<file path="src/rtl/instr_fetch_queue_if.sv">
// Instruction-fetch bus bundle: memory read port (req/gnt/rvalid) and the
// decode-side valid/ready queue head. master = fetch queue, slave = memory/decode side.
interface instr_fetch_queue_if #(
   parameter int XLEN = 32,
   parameter int ILEN = 32
);
   logic            mem_req;
   logic [XLEN-1:0] mem_addr;
   logic            mem_gnt;
   logic            mem_rvalid;
   logic [ILEN-1:0] mem_rdata;
   logic            out_valid;
   logic [ILEN-1:0] out_instr;
   logic [XLEN-1:0] out_pc;
   logic            out_ready;

   modport master (
      output mem_req, mem_addr,
      input  mem_gnt, mem_rvalid, mem_rdata,
      output out_valid, out_instr, out_pc,
      input  out_ready
   );

   modport slave (
      input  mem_req, mem_addr,
      output mem_gnt, mem_rvalid, mem_rdata,
      input  out_valid, out_instr, out_pc,
      output out_ready
   );
endinterface

</file>
<file path="src/rtl/instr_fetch_queue.sv">
// Fetch front end: sequential PC generation, credit-limited instruction reads,
// and a DEPTH-entry {instr, pc} FIFO toward decode with branch-redirect flush.
module instr_fetch_queue #(
   parameter int              XLEN     = 32,
   parameter int              ILEN     = 32,
   parameter int              DEPTH    = 4,
   parameter logic [XLEN-1:0] RESET_PC = '0
) (
   input  logic                       clk,
   input  logic                       rst,
   input  logic                       halt,
   input  logic                       redirect_en,
   input  logic [XLEN-1:0]            redirect_pc,
   instr_fetch_queue_if.master        bus,
   output logic [$clog2(DEPTH+1)-1:0] occupancy
);
   localparam int CW = $clog2(DEPTH+1);
   localparam int PW = $clog2(DEPTH);

   typedef enum logic [1:0] {IDLE, REQ, HOLD} state_t;

   state_t          state, state_next;
   logic            req;
   logic [XLEN-1:0] addr_q, pc_tag, target;
   logic [CW-1:0]   count, outstanding, drop_cnt;
   logic [CW-1:0]   outstanding_next, held_next, count_next;
   logic [PW-1:0]   rd_ptr, wr_ptr, rd_ptr_next;
   logic [ILEN-1:0] data_mem [DEPTH];
   logic [XLEN-1:0] pc_mem   [DEPTH];
   logic [ILEN-1:0] out_instr_q, head_instr;
   logic [XLEN-1:0] out_pc_q, head_pc;
   logic            fire_gnt, drop, push, pop, credit;

   assign target   = redirect_pc & ~XLEN'(3);
   assign req      = (state == REQ);
   assign fire_gnt = req & bus.mem_gnt;
   assign drop     = bus.mem_rvalid && (drop_cnt != '0);
   assign push     = bus.mem_rvalid && (drop_cnt == '0) && !redirect_en;
   assign pop      = (count != '0) && bus.out_ready && !redirect_en;

   assign outstanding_next = outstanding + CW'(fire_gnt) - CW'(bus.mem_rvalid);
   // Entries held next cycle ignoring this cycle's pop: a pop frees credit one cycle late.
   assign held_next   = redirect_en ? '0 : count + CW'(push);
   assign count_next  = held_next - CW'(pop);
   assign credit      = ({1'b0, held_next} + {1'b0, outstanding_next}) < (CW+1)'(DEPTH);
   assign rd_ptr_next = rd_ptr + PW'(pop);

   // NOTE: every always_comb output gets a default first so no path can infer a latch.
   always_comb begin
      state_next = HOLD;
      if (!halt && credit) state_next = REQ;
   end

   // Next head: the incoming word when the queue would otherwise drain empty.
   always_comb begin
      head_instr = out_instr_q;
      head_pc    = out_pc_q;
      if (count_next != '0) begin
         if (count == CW'(pop)) begin
            head_instr = bus.mem_rdata;
            head_pc    = pc_tag;
         end else begin
            head_instr = data_mem[rd_ptr_next];
            head_pc    = pc_mem[rd_ptr_next];
         end
      end
   end

   // NOTE: registers use non-blocking assignments so every flop samples pre-edge values.
   always_ff @(posedge clk) begin
      if (rst) begin
         state       <= IDLE;
         addr_q      <= RESET_PC;
         pc_tag      <= RESET_PC;
         count       <= '0;
         outstanding <= '0;
         drop_cnt    <= '0;
         rd_ptr      <= '0;
         wr_ptr      <= '0;
         out_instr_q <= '0;
         out_pc_q    <= '0;
      end else begin
         state       <= state_next;
         outstanding <= outstanding_next;
         count       <= count_next;
         rd_ptr      <= rd_ptr_next;
         out_instr_q <= head_instr;
         out_pc_q    <= head_pc;
         if (redirect_en) begin
            addr_q   <= target;
            pc_tag   <= target;
            drop_cnt <= outstanding_next;
            wr_ptr   <= rd_ptr_next;
         end else begin
            if (fire_gnt) addr_q <= addr_q + XLEN'(4);
            if (push) begin
               pc_tag <= pc_tag + XLEN'(4);
               wr_ptr <= wr_ptr + PW'(1);
            end
            if (drop) drop_cnt <= drop_cnt - CW'(1);
         end
      end
   end

   // NOTE: storage has no reset; count and pointers alone decide which entries are live.
   always_ff @(posedge clk) begin
      if (push) begin
         data_mem[wr_ptr] <= bus.mem_rdata;
         pc_mem[wr_ptr]   <= pc_tag;
      end
   end

   always_ff @(posedge clk) begin
      if (!rst && push && !pop) assert (count != CW'(DEPTH));
   end

   assign bus.mem_req   = req;
   assign bus.mem_addr  = addr_q;
   assign bus.out_valid = (count != '0);
   assign bus.out_instr = out_instr_q;
   assign bus.out_pc    = out_pc_q;
   assign occupancy     = count;
endmodule
</file>
<file path="src/flat_wrapper.sv">
// flat-port wrapper written by rule: the top's interface ports become plain ports
module instr_fetch_queue_flat 
#(
   parameter int              XLEN     = 32,
   parameter int              ILEN     = 32,
   parameter int              DEPTH    = 4,
   parameter logic [XLEN-1:0] RESET_PC = '0
)
  (clk, rst, halt, redirect_en, redirect_pc, occupancy, bus_mem_req, bus_mem_addr, bus_mem_gnt, bus_mem_rvalid, bus_mem_rdata, bus_out_valid, bus_out_instr, bus_out_pc, bus_out_ready);
  instr_fetch_queue_if #(.XLEN(XLEN), .ILEN(ILEN)) bus_i ();
  input  logic clk;
  input  logic rst;
  input  logic halt;
  input  logic redirect_en;
  input  logic [XLEN-1:0] redirect_pc;
  output logic [$clog2(DEPTH+1)-1:0] occupancy;
  output wire logic [$bits(bus_i.mem_req)-1:0] bus_mem_req;
  output wire logic [$bits(bus_i.mem_addr)-1:0] bus_mem_addr;
  input wire logic [$bits(bus_i.mem_gnt)-1:0] bus_mem_gnt;
  input wire logic [$bits(bus_i.mem_rvalid)-1:0] bus_mem_rvalid;
  input wire logic [$bits(bus_i.mem_rdata)-1:0] bus_mem_rdata;
  output wire logic [$bits(bus_i.out_valid)-1:0] bus_out_valid;
  output wire logic [$bits(bus_i.out_instr)-1:0] bus_out_instr;
  output wire logic [$bits(bus_i.out_pc)-1:0] bus_out_pc;
  input wire logic [$bits(bus_i.out_ready)-1:0] bus_out_ready;
  assign bus_mem_req = bus_i.mem_req;
  assign bus_mem_addr = bus_i.mem_addr;
  assign bus_i.mem_gnt = bus_mem_gnt;
  assign bus_i.mem_rvalid = bus_mem_rvalid;
  assign bus_i.mem_rdata = bus_mem_rdata;
  assign bus_out_valid = bus_i.out_valid;
  assign bus_out_instr = bus_i.out_instr;
  assign bus_out_pc = bus_i.out_pc;
  assign bus_i.out_ready = bus_out_ready;
  instr_fetch_queue #(.XLEN(XLEN), .ILEN(ILEN), .DEPTH(DEPTH), .RESET_PC(RESET_PC)) u_core (.clk(clk), .rst(rst), .halt(halt), .redirect_en(redirect_en), .redirect_pc(redirect_pc), .bus(bus_i), .occupancy(occupancy));
endmodule
</file>
<file path="config.mk">
export PLATFORM = sky130hd
export DESIGN_NAME = instr_fetch_queue_flat
export DESIGN_NICKNAME = d
export VERILOG_FILES = /design/src/rtl/instr_fetch_queue_if.sv /design/src/rtl/instr_fetch_queue.sv /design/src/flat_wrapper.sv
export SDC_FILE = /design/constraint.sdc
export NUM_CORES = 1
export LEC_CHECK = 0
export ABC_AREA = 1
export CELL_PAD_IN_SITES_DETAIL_PLACEMENT = 1
export CELL_PAD_IN_SITES_GLOBAL_PLACEMENT = 2
export CORE_ASPECT_RATIO = 0.9
export CORE_MARGIN = 3
export CORE_UTILIZATION = 32
export CTS_BUF_LIST = sky130_fd_sc_hd__clkbuf_8 sky130_fd_sc_hd__clkbuf_16
export DETAILED_ROUTE_END_ITERATION = 8
export GPL_TIMING_DRIVEN = 0
export PLACE_DENSITY_LB_ADDON = 0.3
export SLEW_MARGIN = 10
export SYNTH_ARGS = -nofsm -noshare
export SYNTH_HDL_FRONTEND = slang
export SYNTH_SLANG_ARGS = --single-unit
</file>
<file path="constraint.sdc">
create_clock -name clk -period 4.4 [get_ports clk]
set_input_delay 0.88 -clock clk [delete_from_list [all_inputs] [get_ports clk]]
set_output_delay 0.88 -clock clk [all_outputs]
set_load 0.005 [all_outputs]
</file>
==> run metrics <==
Final Non-Filler Cells=approximately 2,900; Fin Clk Skew=~11 ps; setup repair bufs after CTS=0; gr ovfl total=0; crit-path leading delay family=buffers and inverters; port bufs=around 170; Seq/Total Area, Yosys=59.4%; first-pass GRT wire length=~93 mm; RSZ-0062 raised after global routing=false; Resized cells post-CTS=0; # rows=slightly below 80; setup_tns=0 ps; Clock Sinks=between 300 and 400; ys async rst share=0%; Max stage delay on crit path=between 500 and 600 ps; Post-Synthesis Cell Area=roughly 17,000 um2; CTS H-Tree Depth=2; crit path max fanout=10; Die Span Y=226 um; worst hold endpoint=u_core.drop_cnt[1]$_SDFFE_PP0P_; cell count of the worst reg-to-reg path=13; max_cap viols=0; CP bufs+invs=6; Setup CP Type=in2reg; gr usage total=between 20% and 30%; critical path depth=13; TritonCTS Buffers=44; Worst setup EP type=register; final setup vio count=0; routed wire length per instance=21.4 um; cts hold-fix bufs=0; CP Cell Sequence=clkdlybuf4s50_1, inv_2, clkbuf_1, buf_1, nand2_1, ha_1, ha_1, xor2_2, nand3_4, clkinv_4, buf_12, nor2_1, nor2_1; RR Endpoint=u_core.bus.out_pc[30]$_SDFFE_PP0P_; Tcrit/Tclk final=91.2%; syn avg cell area=roughly 8.9 um2; CP required=about 5000 ps; Layout fillers=roughly 6,100; outcome=finished clean; DIE WIDTH=approximately 250 um; most instantiated library cell after synthesis=nand2_1; Nets=2,238; pins over their slew limit=0; drt pass-1 iters=5; pin count of the biggest net entering global routing=23; I/O pins=between 150 and 200; PwrDens=between 400 and 500 nW/um2; WHS Path Cells=2; drt total wl=between 60 and 70 mm; Max transition margin=41.7%; hpwl dp=around 45 mm; vias in the first global route=between 15,000 and 20,000; RePlAce Congestion=roughly 0.85; Ys Warns=0; Initial Util=32.7%; Post-synth top cells=nand2_1, nand3_1, edfxtp_1, nor2_1, dfxtp_1; leakage=8.14 nW; Mapped Cells=1,925; core box area=approximately 52,000 um2; worst hold start=u_core.drop_cnt[1]$_SDFFE_PP0P_; CTS max path bufs=3; share of cells above drive strength 1=between 6 and 7%; DRT iter0 DRCs=between 900 and 1,000; post-synth top area share=43.4%; DIE AREA=around 56,000 um2; Top FF cell, synth=edfxtp_1; Area Overhead vs Synth=25.7%; area leader, netlist=edfxtp_1; Placed Instances=about 2,800; Reg clk slew, reported paths=roughly 60 ps; Fin. Hold Viols=0; initial antenna violation count=0; via count=14,496; synth unique cells=40; drt drc=0; Hold Path Class=reg2reg; FF-to-FF Start=u_core.occupancy[2]$_SDFF_PP0_; startpoint types=input pin; min Tclk post-route=4010 ps; Area contributors post-synth=edfxtp_1, dfxtp_1, nand2_1, nand3_1, nor2_1; Max VDD drop=between 0.2 and 0.3 mV; Post-synth EDFFs=roughly 250; Slew @ Worst Pin=874 ps; vias per cell=about 5.0; CTS tree=built; Slowest cell on crit path=buf_1; root buffer cell=clkbuf_16; Max Freq=249 MHz; worst path arrival time=4470 ps; number of synthesized register bits=between 300 and 400; Antenna Nets Post-Route=0; clk_lat worst skew=around 580 ps; Reg2Reg Setup Slack=about 850 ps
==> flip-flops by register name (all words and copies together), names as in the netlist <==
signal,flops
u_core.bus.mem_addr,30
u_core.bus.out_instr,32
u_core.bus.out_pc,30
u_core.data_mem,128
u_core.drop_cnt,3
u_core.occupancy,3
u_core.outstanding,3
u_core.pc_mem,120
u_core.pc_tag,30
u_core.rd_ptr,2
u_core.state,2
u_core.wr_ptr,2
==> report_power, final <==
group	switching, mW	total [mW]	internal (mW)	leakage, nW
Sequential	0.189	4.32	4.13	3.39
Clock	1.54	4.01	2.46	0.809
Combinational	0.955	1.62	0.666	3.94
==> layout by cell type, fill, tap and decap left out, types with 2 or more instances in the layout <==
cell,count
clkinv_2,7
buf_16,9
nand3_2,2
buf_12,5
nand3b_1,2
xor2_1,12
clkinvlp_4,2
a31oi_1,19
bufinv_16,10
conb_1,4
o21ai_1,27
buf_2,28
a21oi_1,56
nand3_1,282
clkdlybuf4s50_1,165
clkinv_1,5
nor2_2,5
nor3_1,7
clkbuf_8,3
inv_1,114
edfxtp_1,248
o21bai_1,2
nor2_1,236
ha_1,17
o211ai_1,2
clkbuf_1,56
buf_1,3
clkbuf_16,44
o21ai_0,110
inv_2,4
nor2_4,5
dfxtp_1,137
diode_2,2
nand2_1,521
buf_4,5
nand4_1,11
inv_6,2
buf_8,3
xnor2_1,3
==> cell families (layout without fill, tap and decap cells) <==
group / count (synthesis) / in the layout / synth area share, %
AO/OA/AOI/OAI: 218 / 218 / 6.60
flip-flops: 385 / 385 / 59.4
AND/OR/NAND/NOR: 1074 / 1074 / 26.1
other: 1 / 6 / 0.0219
adder cells (fa/ha/maj): 18 / 18 / 1.36
XOR/XNOR: 17 / 17 / 1.02
buffers and inverters: 212 / 468 / 5.47
==> worst max path at each step <==
stage,from,endpoint
6_report,redirect_en,u_core.bus.out_pc[14]$_SDFFE_PP0P_
5_1_grt,redirect_en,u_core.bus.out_instr[29]$_SDFFE_PP0P_
4_1_cts,bus_mem_rvalid,u_core.bus.out_instr[26]$_SDFFE_PP0P_
3_5_place_dp,bus_mem_rvalid,u_core.bus.out_instr[26]$_SDFFE_PP0P_
3_3_place_gp,bus_mem_rvalid,u_core.data_mem[1][4]$_DFFE_PP_
2_1_floorplan,redirect_en,u_core.data_mem[0][0]$_DFFE_PP_
==> metrics by stage <==
stage	power [mW]	cell area, um2	setup WS [ps]	hold slack (ps)	util (%)
global route	10.4	21600	186	529	41.2
CTS	10.1	21600	4.38	496	41.2
detailed placement	6.04	20000	-601	488	38.2
finish	9.95	21600	389	492	41.2
global placement	5.97	19700	-3640	473	37.6
floorplan	5.15	17200	-163	455	-
==> tightest hold or removal path, cell delays in order, from the launching register on <==
cell     delay [ps]
dfxtp_1         310
nand3_1          80
a21oi_1          60
==> per-layer routing <==
layer / vias up / GRT usage [%] / share of wire [%]
met1: 7160 / 28.5 / 45
met5: - / 0 / 0
met2: 319 / 37.3 / 48
met4: 0 / 7.13 / 2.9
met3: 98 / 2.80 / 4.1
li1: 6919 / - / -
==> final cells by class <==
type,count,area [um2],area share (%)
buffer,99,509,2.36
multi-input combinational,1331,6060,28.1
clock inverter,34,429,1.99
inverter,112,425,1.97
clock buffer,47,1140,5.30
antenna,2,5.00,0.0232
tap,688,861,3.99
timing repair buffer,176,1940,8.99
sequential,385,10200,47.3
Power figures use the tool's default switching activity.
